### src/rtl/player_motion.sv
// Player movement controller: turns held-key levels into registered sprite
// coordinates. Walking in both directions with clamped bounds, edge-triggered
// fixed-height jumps and gravity fall back to the floor. Horizontal steering
// stays live while airborne.
//
// state  | meaning
// -------+--------------------------------------------
// GROUND | on the floor, idle or walking
// JUMP   | rising, one pixel every JUMP_DIV cycles
// FALL   | descending, one pixel every FALL_DIV cycles
module player_motion #(
  parameter int POS_W       = 12,
  parameter int STEP_DIV    = 80000,
  parameter int JUMP_DIV    = 60000,
  parameter int FALL_DIV    = 60000,
  parameter int JUMP_HEIGHT = 40,
  parameter int X_MIN       = 0,
  parameter int X_MAX       = 1000,
  parameter int X_INIT      = 0,
  parameter int Y_FLOOR     = 700
) (
  input  logic             clk,
  input  logic             rst_n,
  input  logic             key_left,
  input  logic             key_right,
  input  logic             key_jump,
  output logic [POS_W-1:0] xpos,
  output logic [POS_W-1:0] ypos,
  output logic             dir,
  output logic             airborne
);

  typedef enum logic [1:0] {
    GROUND = 2'd0,
    JUMP   = 2'd1,
    FALL   = 2'd2
  } state_t;

  localparam int V_MAX = (JUMP_DIV > FALL_DIV) ? JUMP_DIV : FALL_DIV;
  localparam int H_W   = $clog2(STEP_DIV);
  localparam int V_W   = $clog2(V_MAX);
  localparam int R_W   = $clog2(JUMP_HEIGHT + 1);

  localparam logic [H_W-1:0]   H_LAST     = H_W'(STEP_DIV - 1);
  localparam logic [V_W-1:0]   JUMP_LAST  = V_W'(JUMP_DIV - 1);
  localparam logic [V_W-1:0]   FALL_LAST  = V_W'(FALL_DIV - 1);
  localparam logic [R_W-1:0]   RISE_LAST  = R_W'(JUMP_HEIGHT - 1);
  localparam logic [POS_W-1:0] X_MIN_P    = POS_W'(X_MIN);
  localparam logic [POS_W-1:0] X_MAX_P    = POS_W'(X_MAX);
  localparam logic [POS_W-1:0] X_INIT_P   = POS_W'(X_INIT);
  localparam logic [POS_W-1:0] Y_FLOOR_P  = POS_W'(Y_FLOOR);
  localparam logic [POS_W-1:0] Y_LAND_P   = POS_W'(Y_FLOOR - 1);

  state_t            state;
  state_t            state_next;
  logic [H_W-1:0]    h_cnt;
  logic [V_W-1:0]    v_cnt;
  logic [V_W-1:0]    v_cnt_next;
  logic [R_W-1:0]    rise;
  logic [R_W-1:0]    rise_next;
  logic [POS_W-1:0]  ypos_next;
  logic              jump_q;
  logic              jump_armed;
  logic              jump_edge;
  logic              mv;
  logic              h_wrap;

  assign mv     = key_left ^ key_right;
  assign h_wrap = mv && (h_cnt == H_LAST);

  // Horizontal walking: step divider, clamped x update, facing direction.
  always_ff @(posedge clk or negedge rst_n) begin
    if (!rst_n) begin
      h_cnt <= '0;
      xpos  <= X_INIT_P;
      dir   <= 1'b1;
    end else if (!mv) begin
      h_cnt <= '0;
    end else begin
      dir <= key_right;
      if (h_wrap) begin
        h_cnt <= '0;
        if (key_right) begin
          if (xpos < X_MAX_P) xpos <= xpos + 1'b1;
        end else begin
          if (xpos > X_MIN_P) xpos <= xpos - 1'b1;
        end
      end else begin
        h_cnt <= h_cnt + 1'b1;
      end
    end
  end

  // Jump key history. A key still held across reset release must be let go
  // before it can start a jump, so the detector is armed only after a low.
  always_ff @(posedge clk or negedge rst_n) begin
    if (!rst_n) begin
      jump_q     <= 1'b0;
      jump_armed <= 1'b0;
    end else begin
      jump_q     <= key_jump;
      jump_armed <= jump_armed | ~key_jump;
    end
  end

  assign jump_edge = key_jump & ~jump_q & jump_armed;

  // Vertical FSM register plus the registered airborne flag.
  always_ff @(posedge clk or negedge rst_n) begin
    if (!rst_n) begin
      state    <= GROUND;
      v_cnt    <= '0;
      rise     <= '0;
      ypos     <= Y_FLOOR_P;
      airborne <= 1'b0;
    end else begin
      state    <= state_next;
      v_cnt    <= v_cnt_next;
      rise     <= rise_next;
      ypos     <= ypos_next;
      airborne <= (state_next != GROUND);
    end
  end

  // Vertical next-state: jump launch, rise with apex detect, fall with landing.
  always_comb begin
    state_next = state;
    v_cnt_next = v_cnt;
    rise_next  = rise;
    ypos_next  = ypos;
    case (state)
      GROUND: begin
        if (jump_edge) begin
          state_next = JUMP;
          v_cnt_next = '0;
          rise_next  = '0;
        end
      end
      JUMP: begin
        if (v_cnt == JUMP_LAST) begin
          v_cnt_next = '0;
          ypos_next  = ypos - 1'b1;
          rise_next  = rise + 1'b1;
          if (rise == RISE_LAST) state_next = FALL;
        end else begin
          v_cnt_next = v_cnt + 1'b1;
        end
      end
      FALL: begin
        if (v_cnt == FALL_LAST) begin
          v_cnt_next = '0;
          ypos_next  = ypos + 1'b1;
          if (ypos == Y_LAND_P) state_next = GROUND;
        end else begin
          v_cnt_next = v_cnt + 1'b1;
        end
      end
      default: begin
        state_next = GROUND;
        v_cnt_next = '0;
        rise_next  = '0;
        ypos_next  = Y_FLOOR_P;
      end
    endcase
  end

endmodule

### config.mk
export PLATFORM = sky130hd
export DESIGN_NAME = player_motion
export DESIGN_NICKNAME = d
export VERILOG_FILES = /design/src/rtl/player_motion.sv
export SDC_FILE = /design/constraint.sdc
export NUM_CORES = 1
export LEC_CHECK = 0
export CELL_PAD_IN_SITES_DETAIL_PLACEMENT = 0
export CELL_PAD_IN_SITES_GLOBAL_PLACEMENT = 2
export CORE_UTILIZATION = 34
export DETAILED_ROUTE_END_ITERATION = 10
export GPL_TIMING_DRIVEN = 0
export PLACE_DENSITY = 0.79
export SLEW_MARGIN = 20
export SYNTH_ARGS = -nofsm -noshare
export SYNTH_HDL_FRONTEND = slang
export SYNTH_SLANG_ARGS = --single-unit
export TNS_END_PERCENT = 10
### constraint.sdc
create_clock -name clk -period 2.75 [get_ports clk]
set_clock_uncertainty 0.1 [all_clocks]
set_input_delay 0.55 -clock clk [delete_from_list [all_inputs] [get_ports clk]]
set_output_delay 0.55 -clock clk [all_outputs]
set_load 0.1 [all_outputs]
# After elaboration in Yosys (flattened, before gate mapping)
# Cells that the tools add are included.
[totals]
romBits = 0
latch_bits = 0
out_inout_bits = 26
n_memories = 0
regBits = 69
input_bits = 5
wordCells = 65
ramBits = 0
[op_classes]
reduce_logical = 8
n_bitwise = 8
order_cmp = 2
eq_ne = 10
mux = 20
addsub = 7
mul = 0
div_mod_pow = 0
shift = 0
[ops]
columns = ["cell", "n"]
rows = [
  ["12-bit 2-to-1 mux", 5],
  ["12-bit one-hot mux with 3 select lines", 1],
  ["17-bit 2-to-1 mux", 2],
  ["16-bit 2-to-1 mux", 2],
  ["16-bit one-hot mux with 2 select lines", 1],
  ["12-bit by 1-bit adder with 12-bit output, second input constant", 2],
  ["12-bit by 1-bit subtractor with 12-bit output, second input constant", 2],
  ["6-bit one-hot mux with 3 select lines", 1],
  ["17-bit by 1-bit adder with 17-bit output, second input constant", 1],
  ["17-bit equality test, second input constant", 1],
  ["16-bit by 1-bit adder with 16-bit output, second input constant", 1],
  ["16-bit equality test, second input constant", 1],
  ["12-bit by 10-bit equality test with 1-bit output, second input constant", 1],
  ["12-bit by 1-bit greater-than comparator with 1-bit output, second input constant", 1],
  ["12-bit by 10-bit less-than comparator with 1-bit output, second input constant", 1],
  ["6-bit 2-to-1 mux", 2],
  ["2-bit 2-to-1 mux", 5],
  ["6-bit by 1-bit adder with 6-bit output, second input constant", 1],
  ["6-bit equality test, second input constant", 1],
  ["2-bit != test, second input constant", 3],
  ["2-bit one-hot mux with 3 select lines", 1],
  ["3-bit AND reduction", 2],
  ["1-bit inverter", 4],
  ["4-bit AND reduction", 1],
  ["10 further kinds", 12],
]

# Logic depth before layout (Yosys ltp)
[depth]
ltp_word = 6
ltp_mapped = 10
ltp_nobuf = 10

# Worst setup path after synthesis
# Ideal clock, no wire load.
[synth_path]
path_type = "reg-to-reg"
start = "register xpos[1]"
end = "register xpos[9]"
period_less_slack_ps = 2836
n_path_buf = 0
path_stages_with_launch = 8
setup_slack_ps = -86
required_ps = 2524
arrival_ps = 2610
cell_sequence = "dfrtp_1 ha_1 a211oi_1 nor2_1 o41ai_1 o21ai_0 xor2_1 mux2_2"
[synth_via]
elab_chain_cells = 3
word_cells_on_any_way = 10
cone_classes = "add/sub (2); order compare (2); eq/ne (1); mux (3); reduce/logical (2)"
[synth_lines]
columns = ["item", "line_no", "rtl"]
rows = [
  ["from (decl)", "27", "output logic [POS_W-1:0] xpos,"],
  ["from (signal assigned)", "84", "if (xpos < X_MAX_P) xpos <= xpos + 1'b1;"],
  ["from (signal assigned)", "86", "if (xpos > X_MIN_P) xpos <= xpos - 1'b1;"],
  ["12-bit by 10-bit less-than comparator with 1-bit output (tied with other cells)", "84", ""],
  ["2-bit by 1-bit != test with 1-bit output (no source line) (tied with other cells)", "n/a", ""],
  ["4-bit AND reduction (no source line) / 12-bit 2-to-1 mux (equally long branches)", "n/a", ""],
]
# Several ways; a longest one is shown, not always the timed one. The select of a mux whose other input is x is not followed.
# A chain may end at the register's enable or synchronous reset.

# Worst setup path in the final report
[layout_path]
start = "register ypos[2]"
end = "output port ypos[2]"
[layout_lines]
columns = ["item", "line_no", "rtl"]
rows = [
  ["from (decl)", "28", "output logic [POS_W-1:0] ypos,"],
  ["from (signal assigned)", "120", "ypos <= ypos_next;"],
]
# No word-level cell between the ends.

==> results.sh <==
export IMPL_status="finished clean"
export IMPL_dp_hpwl_um=6600
export IMPL_drt_vias_per_instance=5.12
export IMPL_min_to="jump_armed"
export IMPL_required_ns=2.10
export IMPL_place_gp_congestion=0.776
export IMPL_critPathSlowestCell="clkdlybuf4s50_1"
export IMPL_multi_input_area_um2=2520
export IMPL_crit_buf_inv=1
export IMPL_layout_common_cells="dfrtp_1 (61), nor2_1 (53), nand2_1 (47), o21ai_0 (31), clkdlybuf4s50_1 (26)"
export IMPL_wl_per_cell_um=14.4
export IMPL_cts_tree="yes"
export IMPL_peakVddDrop_mv=0.329
export IMPL_cts_sinks=69
export IMPL_drv_slew=0
export IMPL_seq_area_um2=1740
export IMPL_insertion_delay_ns=0.34
export IMPL_final_cells=674
export IMPL_synth_edf_count=0
export IMPL_layout_commonest_cell="dfrtp_1"
export IMPL_max_stage_delay_ns=1.14
export IMPL_area_growth_pct=25.3
export IMPL_synth_area_um2=4250
export IMPL_syn_avg_cell_area_um2=9.47
export IMPL_antenna_cells=0
export IMPL_drtAntennaViolNets=0
export IMPL_mappedNetlistNets=484
export IMPL_grt_pass1_vias=3424
export IMPL_end_kind="primary output"
export IMPL_die_area_um2=13000
export IMPL_cts_root_buf="clkbuf_16"
export IMPL_detailedRoute_firstIterationViolations=124
export IMPL_synth_seq_area_share_pct=40.8
export IMPL_place_inst=647
export IMPL_dr_pass1_iters=4
export IMPL_grt_max_degree=53
export IMPL_timing_fmax_mhz=371
export IMPL_drc_errors=0
export IMPL_ys_flop_type="dfrtp_1"
export IMPL_period_share_pct=98.1
export IMPL_hold_viol=0
export IMPL_leakage_nw=2.33
export IMPL_r2r_end="ypos[11]"
export IMPL_fp_row_count=40
export IMPL_die_h_um=114
export IMPL_period_needed_ns=2.70
export IMPL_async_reset_ff_share_pct=100
export IMPL_cp_max_fo=4
export IMPL_placed_area_um2=4780
export IMPL_grt_pass1_wl_um=16700
export IMPL_dr_total_vias=3448
export IMPL_stdcell_area_um2=5330
export IMPL_worst_hold_path_type="reg2reg"
export IMPL_wl_um=9730
export IMPL_start_util_pct=35.1
export IMPL_synth_seq_cells=69
export IMPL_tns_ns=0
export IMPL_hold_path_depth=1
export IMPL_pin_count=31
export IMPL_post_route_util_pct=44.0
export IMPL_final_nets=536
export IMPL_antenna_found_initial=0
export IMPL_cts_buffers=9
export IMPL_numPortBuffers=29
export IMPL_clk_pin_slew_ns=0.06
export IMPL_hold_start="jump_armed"
export IMPL_crit_family="buffers and inverters"
export IMPL_max_clock_path_buffers=2
export IMPL_r2r_slack_ns=0.05
export IMPL_synthCells=449
export IMPL_yosysWarningCount=0
export IMPL_grt_overflow=0
export IMPL_rr_startpoint="state[0]"
export IMPL_cts_max_level=3
export IMPL_yosysUniqueCellTypes=57
export IMPL_die_width_um=114
export IMPL_p_per_area_nw_per_um2=470
export IMPL_relSlewSlack_pct=34.8
export IMPL_max_cap_viol_count=0
export IMPL_crit_path_start_kind="flip-flop"
export IMPL_setup_violations=0
export IMPL_worstPathCellList="clkdlybuf4s50_1"
export IMPL_reg2reg_depth=11
export IMPL_n_fill_cell=1209
export IMPL_rsz0062_at_grt="true"
export IMPL_grtUsageTotal_pct=16.5
export IMPL_worst_pin_slew_ns=0.975
export IMPL_core_area_um2=12100
export IMPL_criticalPathCategory="reg2out"
export IMPL_critPathArrivalTime_ns=2.05
export IMPL_drive_above_1_share_pct=14.4
metal layers:
metal  share of wire (%)  global-route usage, %  wire [um]  vias to the layer above
li1                    -                      -          -                     1731
met1                  48                   21.5       4690                     1663
met2                  47                   26.3       4600                       43
met3                 2.9                   4.25        284                       11
met4                 1.6                   6.49        154                        0
met5                   0                      0          0                        -
layout make-up:
type                    instances  share of cell area [%]
inverters                      15                    1.13
clock buffers                  10                    4.48
well taps                     168                    3.94
clock inverters                 6                    2.07
flip-flops and latches         69                    32.6
plain buffers                   7                   0.751
repair buffers                 41                    7.68
multi-input cells             358                    47.4
state kept, by name, indices dropped and copies added, names as in the netlist:
signal,cells
jump_armed,1
rise,6
ypos,12
h_cnt,17
dir,1
airborne,1
state,2
v_cnt,16
xpos,12
jump_q,1
worst max-delay path by stage:
stage | from | end | slack, ns | cells after the start
2_1_floorplan | xpos[0] | xpos[10] | -0.07 | 7
3_3_place_gp | rst_n | xpos[1] | -1.85 | 1
3_5_place_dp | state[0] | ypos[11] | -0.56 | 10
4_1_cts | state[0] | ypos[11] | -0.06 | 11
5_1_grt | state[0] | ypos[11] | -0.14 | 11
6_report | ypos[2] | ypos[2] | 0.05 | 1
metrics by stage:
step	hold slack (ns)	worst slack [ns]	power [W]
after CTS	0.369	-0.0551	0.00254
after detailed placement	0.356	-0.556	0.00116
final	0.367	0.0524	0.00251
after global placement	0.351	-1.85	0.00115
after global routing	0.407	-0.135	0.00260
after floorplan	0.154	-0.0720	0.00111
report_power, final:
part           total [W]  internal [W]  switching (W)
sequential       0.00104       0.00103     0.00000852
combinational   0.000102     0.0000332      0.0000688
clock            0.00137      0.000908       0.000460
total            0.00251       0.00197       0.000538
Yosys cell counts, drive strengths merged, types with 6 or more instances:
library cell / instances / area share (%)
dfrtp: 62 / 36
nor2: 54 / 4.8
nand2: 47 / 4.1
o21ai: 35 / 4.1
ha: 28 / 8.2
xor2: 24 / 4.9
a21oi: 21 / 2.6
nand3: 18 / 2.1
xnor2: 17 / 3.5
inv: 15 / 1.3
nand4: 14 / 2.4
mux2: 11 / 2.9
nor3: 8 / 0.94
dfstp: 7 / 4.3
nor4: 7 / 1.5
a21o: 6 / 1.1
what timing repair did:
item | in CTS | in global routing
hold buffers | 1 | 0
buffers inserted | 5 | 5
pin swaps | 0 | 5
gates resized for setup | 13 | 13
setup endpoints to repair | 9 | 5
endpoints found under the hold margin | 13 | 0
cell families after synthesis:
| kind of cell | after synthesis | synth area share, % |
|---|---|---|
| flops | 69 | 40.8 |
| fa+ha+maj | 31 | 9.41 |
| mux | 12 | 3.15 |
| xor+xnor | 41 | 8.44 |
| compound gates | 96 | 14.6 |
| simple gates | 178 | 21.4 |
| buf+inv | 22 | 2.27 |
Power figures use the tool's default switching activity.
